--- src/rtl/rv_ctrl_pkg.sv ---
// rtl/rv_ctrl_pkg.sv - shared state, opcode and select encodings for the multi-cycle RV64 core
package rv_ctrl_pkg;

    typedef enum logic [2:0] {
        S_FETCH  = 3'd0,
        S_DECODE = 3'd1,
        S_EXEC   = 3'd2,
        S_MEM    = 3'd3,
        S_WB     = 3'd4,
        S_TRAP   = 3'd5
    } state_e;

    localparam logic [6:0] OP_RTYPE  = 7'b0110011;
    localparam logic [6:0] OP_IMM    = 7'b0010011;
    localparam logic [6:0] OP_LOAD   = 7'b0000011;
    localparam logic [6:0] OP_STORE  = 7'b0100011;
    localparam logic [6:0] OP_BRANCH = 7'b1100011;

    localparam logic [2:0] F3_BEQ = 3'b000;
    localparam logic [2:0] F3_BNE = 3'b001;

    localparam logic [1:0] SRC_A_PC     = 2'b00;
    localparam logic [1:0] SRC_A_OLD_PC = 2'b01;
    localparam logic [1:0] SRC_A_RS1    = 2'b10;

    localparam logic [1:0] SRC_B_RS2  = 2'b00;
    localparam logic [1:0] SRC_B_FOUR = 2'b01;
    localparam logic [1:0] SRC_B_IMM  = 2'b10;

    localparam logic [1:0] ALU_ADD   = 2'b00;
    localparam logic [1:0] ALU_SUB   = 2'b01;
    localparam logic [1:0] ALU_FUNCT = 2'b10;

    localparam logic PC_SRC_ALU    = 1'b0;
    localparam logic PC_SRC_ALUOUT = 1'b1;
    localparam logic IORD_PC       = 1'b0;
    localparam logic IORD_ALUOUT   = 1'b1;

    function automatic logic is_legal(input logic [31:0] instr);
        logic ok;
        case (instr[6:0])
            OP_RTYPE, OP_IMM, OP_LOAD, OP_STORE: ok = 1'b1;
            OP_BRANCH: ok = (instr[14:12] == F3_BEQ) || (instr[14:12] == F3_BNE);
            default:   ok = 1'b0;
        endcase
        return ok;
    endfunction

endpackage

--- src/rtl/mem_wait_timer.sv ---
// rtl/mem_wait_timer.sv - memory wait counter with timeout compare
module mem_wait_timer #(
    parameter int TIMEOUT_CYCLES = 255,
    parameter int CNT_W          = 8
) (
    input  logic clk,
    input  logic rst_n,
    input  logic clr,
    input  logic en,
    output logic expired
);

    localparam logic [CNT_W-1:0] LIMIT = CNT_W'(TIMEOUT_CYCLES - 1);

    logic [CNT_W-1:0] cnt_q;
    logic [CNT_W-1:0] cnt_d;

    always_comb begin
        cnt_d = cnt_q;
        if (clr) begin
            cnt_d = '0;
        end else if (en) begin
            cnt_d = cnt_q + CNT_W'(1);
        end
    end

    always_ff @(posedge clk or negedge rst_n) begin
        if (!rst_n) begin
            cnt_q <= '0;
        end else begin
            cnt_q <= cnt_d;
        end
    end

    // The wait that would be the TIMEOUT_CYCLES-th one expires; a ready in that cycle still completes.
    assign expired = en && (cnt_q == LIMIT);

endmodule

--- src/rtl/multicycle_ctrl.sv ---
// rtl/multicycle_ctrl.sv - main control FSM of the multi-cycle RV64 core
module multicycle_ctrl
    import rv_ctrl_pkg::*;
#(
    parameter int TIMEOUT_CYCLES = 255,
    parameter int CNT_W          = 8,
    parameter int RET_W          = 32
) (
    input  logic             clk,
    input  logic             rst_n,
    input  logic [31:0]      instr,
    input  logic             alu_zero,
    input  logic             mem_ready,
    output logic             mem_req,
    output logic             mem_we,
    output logic             iord,
    output logic             ir_write,
    output logic             pc_write,
    output logic             pc_src,
    output logic [1:0]       alu_src_a,
    output logic [1:0]       alu_src_b,
    output logic [1:0]       alu_op,
    output logic             reg_write,
    output logic             mem_to_reg,
    output logic             illegal,
    output logic             bus_err,
    output logic [RET_W-1:0] retired
);

    state_e           state_q, state_d;
    logic             illegal_q, illegal_d;
    logic             bus_err_q, bus_err_d;
    logic [RET_W-1:0] retired_q, retired_d;
    logic             wait_en;
    logic             timeout;
    logic [6:0]       opcode;
    logic [2:0]       funct3;
    logic             unused_instr_bits;

    assign opcode            = instr[6:0];
    assign funct3            = instr[14:12];
    assign unused_instr_bits = ^{instr[31:15], instr[11:7]};
    assign wait_en           = mem_req && !mem_ready;

    mem_wait_timer #(
        .TIMEOUT_CYCLES(TIMEOUT_CYCLES),
        .CNT_W         (CNT_W)
    ) u_wait_timer (
        .clk    (clk),
        .rst_n  (rst_n),
        .clr    (!wait_en),
        .en     (wait_en),
        .expired(timeout)
    );

    always_comb begin
        state_d    = state_q;
        illegal_d  = illegal_q;
        bus_err_d  = bus_err_q;
        retired_d  = retired_q;
        mem_req    = 1'b0;
        mem_we     = 1'b0;
        iord       = IORD_PC;
        ir_write   = 1'b0;
        pc_write   = 1'b0;
        pc_src     = PC_SRC_ALU;
        alu_src_a  = SRC_A_PC;
        alu_src_b  = SRC_B_RS2;
        alu_op     = ALU_ADD;
        reg_write  = 1'b0;
        mem_to_reg = 1'b0;

        case (state_q)
            S_FETCH: begin
                mem_req   = 1'b1;
                alu_src_b = SRC_B_FOUR;
                if (mem_ready) begin
                    ir_write = 1'b1;
                    pc_write = 1'b1;
                    state_d  = S_DECODE;
                end else if (timeout) begin
                    bus_err_d = 1'b1;
                    state_d   = S_TRAP;
                end
            end
            S_DECODE: begin
                // Branch target is precomputed into ALUOut while the opcode is dispatched.
                alu_src_a = SRC_A_OLD_PC;
                alu_src_b = SRC_B_IMM;
                if (is_legal(instr)) begin
                    state_d = S_EXEC;
                end else begin
                    illegal_d = 1'b1;
                    state_d   = S_TRAP;
                end
            end
            S_EXEC: begin
                alu_src_a = SRC_A_RS1;
                case (opcode)
                    OP_RTYPE: begin
                        alu_src_b = SRC_B_RS2;
                        alu_op    = ALU_FUNCT;
                        state_d   = S_WB;
                    end
                    OP_IMM: begin
                        alu_src_b = SRC_B_IMM;
                        alu_op    = ALU_FUNCT;
                        state_d   = S_WB;
                    end
                    OP_LOAD, OP_STORE: begin
                        alu_src_b = SRC_B_IMM;
                        state_d   = S_MEM;
                    end
                    OP_BRANCH: begin
                        alu_src_b = SRC_B_RS2;
                        alu_op    = ALU_SUB;
                        pc_src    = PC_SRC_ALUOUT;
                        pc_write  = alu_zero ^ funct3[0];
                        retired_d = retired_q + RET_W'(1);
                        state_d   = S_FETCH;
                    end
                    default: begin
                        illegal_d = 1'b1;
                        state_d   = S_TRAP;
                    end
                endcase
            end
            S_MEM: begin
                mem_req = 1'b1;
                iord    = IORD_ALUOUT;
                mem_we  = (opcode == OP_STORE);
                if (mem_ready) begin
                    if (opcode == OP_STORE) begin
                        retired_d = retired_q + RET_W'(1);
                        state_d   = S_FETCH;
                    end else begin
                        state_d = S_WB;
                    end
                end else if (timeout) begin
                    bus_err_d = 1'b1;
                    state_d   = S_TRAP;
                end
            end
            S_WB: begin
                reg_write  = 1'b1;
                mem_to_reg = (opcode == OP_LOAD);
                retired_d  = retired_q + RET_W'(1);
                state_d    = S_FETCH;
            end
            default: begin
                state_d = S_TRAP;
            end
        endcase

        // Reset silences every enable at once, even mid-transaction.
        if (!rst_n) begin
            mem_req    = 1'b0;
            mem_we     = 1'b0;
            iord       = IORD_PC;
            ir_write   = 1'b0;
            pc_write   = 1'b0;
            pc_src     = PC_SRC_ALU;
            alu_src_a  = SRC_A_PC;
            alu_src_b  = SRC_B_RS2;
            alu_op     = ALU_ADD;
            reg_write  = 1'b0;
            mem_to_reg = 1'b0;
        end
    end

    always_ff @(posedge clk or negedge rst_n) begin
        if (!rst_n) begin
            state_q   <= S_FETCH;
            illegal_q <= 1'b0;
            bus_err_q <= 1'b0;
            retired_q <= '0;
        end else begin
            state_q   <= state_d;
            illegal_q <= illegal_d;
            bus_err_q <= bus_err_d;
            retired_q <= retired_d;
        end
    end

    assign illegal = illegal_q;
    assign bus_err = bus_err_q;
    assign retired = retired_q;

endmodule

--- config.mk ---
export PLATFORM = sky130hd
export DESIGN_NAME = multicycle_ctrl
export DESIGN_NICKNAME = d
export VERILOG_FILES = /design/src/rtl/rv_ctrl_pkg.sv /design/src/rtl/mem_wait_timer.sv /design/src/rtl/multicycle_ctrl.sv
export SDC_FILE = /design/constraint.sdc
export NUM_CORES = 1
export LEC_CHECK = 0
export CAP_MARGIN = 25
export CORE_MARGIN = 8
export CORE_UTILIZATION = 48
export CTS_CLUSTER_SIZE = 25
export DETAILED_ROUTE_END_ITERATION = 7
export PLACE_DENSITY_LB_ADDON = 0.2
export SYNTH_ARGS = -nofsm -noshare
export SYNTH_HDL_FRONTEND = slang
export SYNTH_SLANG_ARGS = --single-unit
--- constraint.sdc ---
create_clock -name clk -period 4.55 [get_ports clk]
set_input_delay 0.91 -clock clk [delete_from_list [all_inputs] [get_ports clk]]
set_output_delay 0.91 -clock clk [all_outputs]
set_load 0.02 [all_outputs]
==> summary.md, run 1 <==
| Metric | Value |
|---|---|
| Critical path launch point type | primary input |
| Worst endpoint data arrival time | approximately 3.1 ns |
| Share of cells above drive strength 1 | 6.44% |
| Worst setup path startpoint | instr[4] |
| PD cells | 284 nW/um^2 |
| Synth top area share | 47.5% |
| Design Area, Final | about 3100 sq um |
| Placed Instances | 354 |
| DR pass1 iterations | 4 |
| Core Footprint | about 4800 sq um |
| Clock Skew | 0.00540 ns |
| Post-CTS Resized | 0 |
| CP most frequent cell | clkdlybuf4s50_1 |
| Pleak | 1.20 nW |
| Gpl congestion | between 0.8 and 0.9 |
| Clk Latency, worst-skew pair | roughly 0.30 ns |
| Final setup TNS | 0 ns |
| TritonCTS clock tree | yes |
| RR Endpoint | retired[12] |
| Final setup violation count | 0 |
| Slowest CP cell | clkdlybuf4s50_1 |
| Final ANT Viol Nets | 0 |
| Synthesis-stage register bit count | between 40 and 50 |
| GRT Total Usage | 14.5% |
| Crit. End Element | output pin |
| Syn Area/Cell | approximately 10 sq um |
| DP Area | 3040 sq um |
| Worst setup path end | pc_write |
| Synth top cells by count | 45 x dfrtp_1, 29 x xnor2_1, 21 x nand3_1, 18 x nand2_1, 17 x nor2_1 |
| Worst VDD drop | about 380 uV |
| Syn nets | roughly 270 |
| # fillers | 402 |
| Largest net degree at the start of global routing | 37 |
| Final hold violations | 0 |
| Number of CTS-inserted buffers | 5 |
| Crit Path Max Fanout | 7 |
| Cell variety after synth | 45 |
| Post-Syn Instances | 230 |
| Drt via density | 5.28 |
| Via count | 1,913 |
| Final #Nets | 333 |
| Number of synthesized flops with an enable pin | 0 |
| Ant. Diodes | 0 |
| Utilization after layout | 65.8% |
| Hold depth | 1 |
| Slew Viols, Final | 0 |
| Fmax | 249 MHz |
| Reg2reg start | state_q[1] |
| Hold buffer count at CTS | 0 |
| Routed WL per cell | 14.7 microns |
| Count leader, synth | dfrtp_1 |
| Clock sink count | 45 |
| Crit path largest cell delay | 0.65 ns |
| DRT Wirelength | 5310 microns |
| Reg2reg setup slack | 2.20 ns |
| CTS root buffer | clkbuf_8 |
| Worst-margin pin slew | between 0.7 and 0.8 ns |
| Synth area leader | dfrtp_1 |
| Hpwl dp | 4000 microns |
| Total gr overflow | 0 |
| Hold Path Class | flop to flop |
| Top cells by area, synth | dfrtp_1 48%, xnor2_1 11%, nand3_1 4.4% |
| CTS Buffer Depth | 2 |
| Clock slew at reported path FFs | 0.09 ns |
| FP Rows | 25 |
| Initial Utilization | 49.8% |
| Die Y | around 86 microns |
| I/O Buffers | 61 |
| H-tree depth | 2 |
| FFs w/ async S/R, synth | 100% |
| Number of global-route vias before repair | 1,796 |
| Iter 0 DRT Violations | between 60 and 70 |
| Status | completed |
| Worst slew margin | between 40% and 50% |
| Synth warn | 0 |
| Cells along the critical path | clkdlybuf4s50_1 -> and2b_1 -> nand3_1 -> o32a_1 -> nor3_1 -> clkdlybuf4s50_1 |
| Post-CTS Setup Repair Bufs | 0 |
| Initial antenna violation count | 0 |
| Minimum clock period after layout | ~4 ns |
| Syn-to-layout area delta | 32.1% |
| Worst endpoint required time | 3.64 ns |
| Reg area | 1130 sq um |
| Die area | 7440 sq um |
| Tcrit/Tclk final | about nine tenths |
| Die Wd | 86.2 microns |
| RSZ-0062 raised after global routing | no |
| Buf+Inv Stages, Crit Path | 2 |
| CP delay by family, top | buffers and inverters |
| Ports | 84 |
| First-pass GRT wire length | 8730 microns |
| Non-filler instance count after layout | 362 |
| Crit path depth | 6 |
| Seq/Total Area, Yosys | between 40 and 50% |
| # DRC | 0 |
| Multi-input logic area | ~1200 sq um |
| Main synth FF type | dfrtp_1 |
| Syn Std Cell Area | 2370 sq um |
| Maxcap violations | 0 |
| Crit Path Category | primary input to output pin |
| FF-to-FF path depth | 5 |
==> cells in the final DEF (no fill, tap or decap), types with 2 or more instances in the layout <==
master,synthesis,routed
nand4_1,11,11
nor2_1,17,17
clkbuf_8,0,5
and2b_1,3,3
ha_1,3,3
a21oi_1,7,7
and3_1,9,9
nor4_1,2,2
clkdlybuf4s50_1,0,60
nand2_1,18,18
nor3b_1,4,4
inv_1,5,5
o21ai_0,2,2
and4_1,2,2
dfrtp_1,45,45
nand2b_1,5,5
xnor2_1,29,29
a211oi_2,2,2
mux2i_1,2,2
xor2_1,8,8
nor3_1,7,7
nand3_1,21,21
nor2b_1,3,3
==> kinds of logic (layout without fill, tap and decap cells) <==
kind of cell / count (synthesis) / after routing / share of synthesized area (%)
buf+inv: 10 / 75 / 1.95
compound gates: 21 / 21 / 7.98
simple gates: 110 / 110 / 25.5
fa+ha+maj: 4 / 4 / 2.01
mux: 3 / 3 / 1.32
xor+xnor: 37 / 37 / 13.7
flops: 45 / 45 / 47.5
==> cell type report <==
| class | count | area share, % |
|---|---|---|
| multi-input cells | 175 | 38.2 |
| flip-flops and latches | 45 | 36.0 |
| clock inverters | 3 | 0.680 |
| inverters | 5 | 0.600 |
| repair buffers | 62 | 19.6 |
| clock buffers | 5 | 2.20 |
| well taps | 67 | 2.68 |
==> stage by stage <==
step,setup slack [ns],hold WS [ns],total power [W]
after global routing,0.439,0.488,0.000936
after CTS,0.556,0.464,0.000901
after floorplan,1.50,0.455,0.000562
after detailed placement,0.569,0.444,0.000651
after global placement,0.596,0.442,0.000649
final,0.533,0.462,0.000889
==> layer usage <==
metal / track usage, % / part of all wire (%) / up-vias
met2: 22.0 / 45 / 58
met3: 4.25 / 7.0 / 9
li1: - / - / 950
met5: 0 / 0 / -
met4: 5.32 / 1.5 / 0
met1: 19.1 / 47 / 896
==> flip-flops by register name, summed over array words and instances (netlist names) <==
signal              count
bus_err                 1
illegal                 1
retired                32
state_q                 3
u_wait_timer.cnt_q      8
==> report_power, final <==
part	leakage (nW)	internal (W)	total, W	switching [W]
Combinational	0.561	0.0000883	0.000176	0.0000879
Clock	0.0445	0.000109	0.000247	0.000138
Sequential	0.591	0.000425	0.000466	0.0000409
Total	1.20	0.000622	0.000889	0.000267
==> worst min path at each step <==
stage | startpoint | end | slack, ns
floorplan | u_wait_timer.cnt_q[0] | u_wait_timer.cnt_q[0] | 0.45
global placement | illegal | illegal | 0.44
detailed placement | illegal | illegal | 0.44
CTS | illegal | illegal | 0.46
global route | rst_n | retired[28] | 0.49
finish | illegal | illegal | 0.46
Power figures use the tool's default switching activity.
==> run 2, diff against run 1 <==
GPL_TIMING_DRIVEN = 0   (was unset)
RECOVER_POWER = 100   (was unset)
SLEW_MARGIN = 20   (was unset)
==> run 2 against run 1 <==
Against the previous run: the run now ends with max-capacitance violations, max-slew violations left; critical path type unchanged; non-clock buffer count increased by 4; die area unchanged; routed wire length increased by 3.2%; combinational power about the same; clock power increased by 22%; fmax decreased by 0.74%; critical endpoint unchanged; global-route usage increased by 0.069 points; power increased by 4.7%; cell count increased by 1.1%.
==> summary.md, run 2 (same netlist as run 1, synthesis figures left out) <==
| Metric | Value |
|---|---|
| Final hold violations | 0 |
| RSZ-0062 raised after global routing | no |
| FP Rows | 25 |
| Failing checks | max-capacitance violations, max-slew violations |
| Cells along the critical path | dlygate4sd3_1 -> and2b_1 -> nand3_1 -> o32a_1 -> nor3_1 -> dlygate4sd3_1 |
| CTS Buffer Depth | 2 |
| DRT Wirelength | approximately 5500 microns |
| Iter 0 DRT Violations | 81 |
| Largest register FFs | 32 |
| TritonCTS clock tree | yes |
| Via count | 1,936 |
| Crit path largest cell delay | between 0.6 and 0.7 ns |
| Initial Utilization | between 40% and 50% |
| Hold buffer count at CTS | 0 |
| I/O Buffers | 60 |
| Fmax | 247 MHz |
| H-tree depth | 2 |
| Worst VDD drop | ~370 uV |
| Post-CTS Resized | 0 |
| DR pass1 iterations | 4 |
| Critical path launch point type | primary input |
| Total gr overflow | 0 |
| Worst-margin pin slew | 1.54 ns |
| Clock Skew | 0.0135 ns |
| Routed WL per cell | 15.0 microns |
| Crit. End Element | output pin |
| Clk Latency, worst-skew pair | roughly 0.30 ns |
| Worst endpoint data arrival time | 3.14 ns |
| CTS root buffer | clkbuf_8 |
| Syn-to-layout area delta | 31.6% |
| Setup WS pre-CTS | slightly above 0.6 ns |
| Drt via density | 5.29 |
| Buf+Inv Stages, Crit Path | 2 |
| Ant. Diodes | 0 |
| PD cells | 299 nW/um^2 |
| Clock slew at reported path FFs | around 0.090 ns |
| Placed Instances | 358 |
| Slew Viols, Final | 6 |
| Final WS setup | roughly 0.50 ns |
| Ports | 84 |
| Utilization after layout | 65.6% |
| Tcrit/Tclk final | 88.9% |
| CP most frequent cell | dlygate4sd3_1 |
| Slowest CP cell | dlygate4sd3_1 |
| Die Wd | 86.2 microns |
| GRT Total Usage | between 10 and 15% |
| First-pass GRT wire length | 8740 microns |
| Core Footprint | between 4000 and 5000 sq um |
| Most frequent cells in the layout | 50 x dlygate4sd3_1, 45 x dfrtp_1, 29 x xnor2_1 |
| Worst slew margin | -5.27% |
| Post-CTS Setup Repair Bufs | 0 |
| Crit Path Category | primary input to output pin |
| Final setup violation count | 0 |
| Commonest non-fill, non-tap cell in the layout | dlygate4sd3_1 |
| Maxcap violations | 1 |
| Die area | 7440 sq um |
| Number of CTS-inserted buffers | 5 |
| # DRC | 0 |
| Pleak | 1.35 nW |
| Initial antenna violation count | 0 |
| Share of cells above drive strength 1 | 5.02% |
| Crit Path Max Fanout | 7 |
| Hold Path Class | flop to flop |
| Clock sink count | 45 |
| Final #Nets | between 300 and 400 |
| Die Y | 86.2 microns |
| Number of global-route vias before repair | 1,804 |
| Largest net degree at the start of global routing | 27 |
| Final ANT Viol Nets | 0 |
| Non-filler instance count after layout | 366 |
| Gpl congestion | 0.876 |
| CP delay by family, top | buffers and inverters |
| Worst endpoint required time | 3.64 ns |
| Hpwl dp | 4140 microns |
| Minimum clock period after layout | 4.05 ns |
| Status | complete, but fails checks |
[run 2: final cells by class]
cell class,count,area (sq um)
clock inverters,3,43.8
flip-flops and latches,45,1130
fillers,423,1640
clock buffers,5,68.8
inverters,5,18.8
repair buffers,61,599
well taps,67,83.8
multi-input cells,175,1150
plain buffers,5,26.3
[run 2: routing by layer]
layer | wire length, microns | share of wire [%] | global-route usage [%] | up-vias
met5 | 0 | 0 | 0 | -
met4 | 80 | 1.5 | 4.54 | 0
met3 | 356 | 6.5 | 4.16 | 7
met2 | 2480 | 45 | 23.2 | 56
met1 | 2560 | 47 | 18.6 | 918
li1 | - | - | - | 955
[run 2: path summary, 6_finish.rpt]
kind | from | endpoint | slack (ns) | cells after the start
max | instr[4] | pc_write | 0.50 | 6
min | illegal | illegal | 0.46 | 1
max reg2reg | state_q[2] | retired[29] | 1.66 | 5
min reg2reg | illegal | illegal | 0.46 | 1
max in group asynchronous | rst_n | retired[15] | 2.37 | 2
min in group asynchronous | rst_n | u_wait_timer.cnt_q[4] | 0.56 | 1
[run 2: per-stage QoR]
stage | area [sq um] | setup TNS, ns | hold WS [ns] | power, W
2_1_floorplan | 2370 | 0 | 0.455 | 0.000562
3_3_place_gp | 3050 | -9.28 | 0.441 | 0.000651
3_5_place_dp | 3070 | 0 | 0.452 | 0.000654
4_1_cts | 3180 | 0 | 0.473 | 0.000955
5_1_grt | 3120 | 0 | 0.480 | 0.000972
6_report | 3120 | 0 | 0.459 | 0.000931
[run 2: power by group]
part	switching (W)	internal, W	leakage [nW]
registers	0.0000321	0.000425	0.591
clock network	0.000136	0.000164	0.0585
logic	0.0000935	0.0000793	0.698
total	0.000262	0.000669	1.35
==> run 3, diff against run 2 <==
==> constraint.sdc (replaced) <==
create_clock -name clk -period 4.55 [get_ports clk]
set_input_delay 0.91 -clock clk [delete_from_list [all_inputs] [get_ports clk]]
set_output_delay 0.91 -clock clk [all_outputs]
set_load 0.01 [all_outputs]
==> results of run 3 <==
Same layout as run 2 (identical final DEF). Status: complete, but fails checks: max-capacitance violations, max-slew violations.
Among the figures that moved: setup slack after placement 0.605 ns -> 0.673 ns; setup slack after layout 0.503 ns -> 0.572 ns; total power 0.000931 W -> 0.000911 W; worst IR drop on VDD 375 uV -> 359 uV
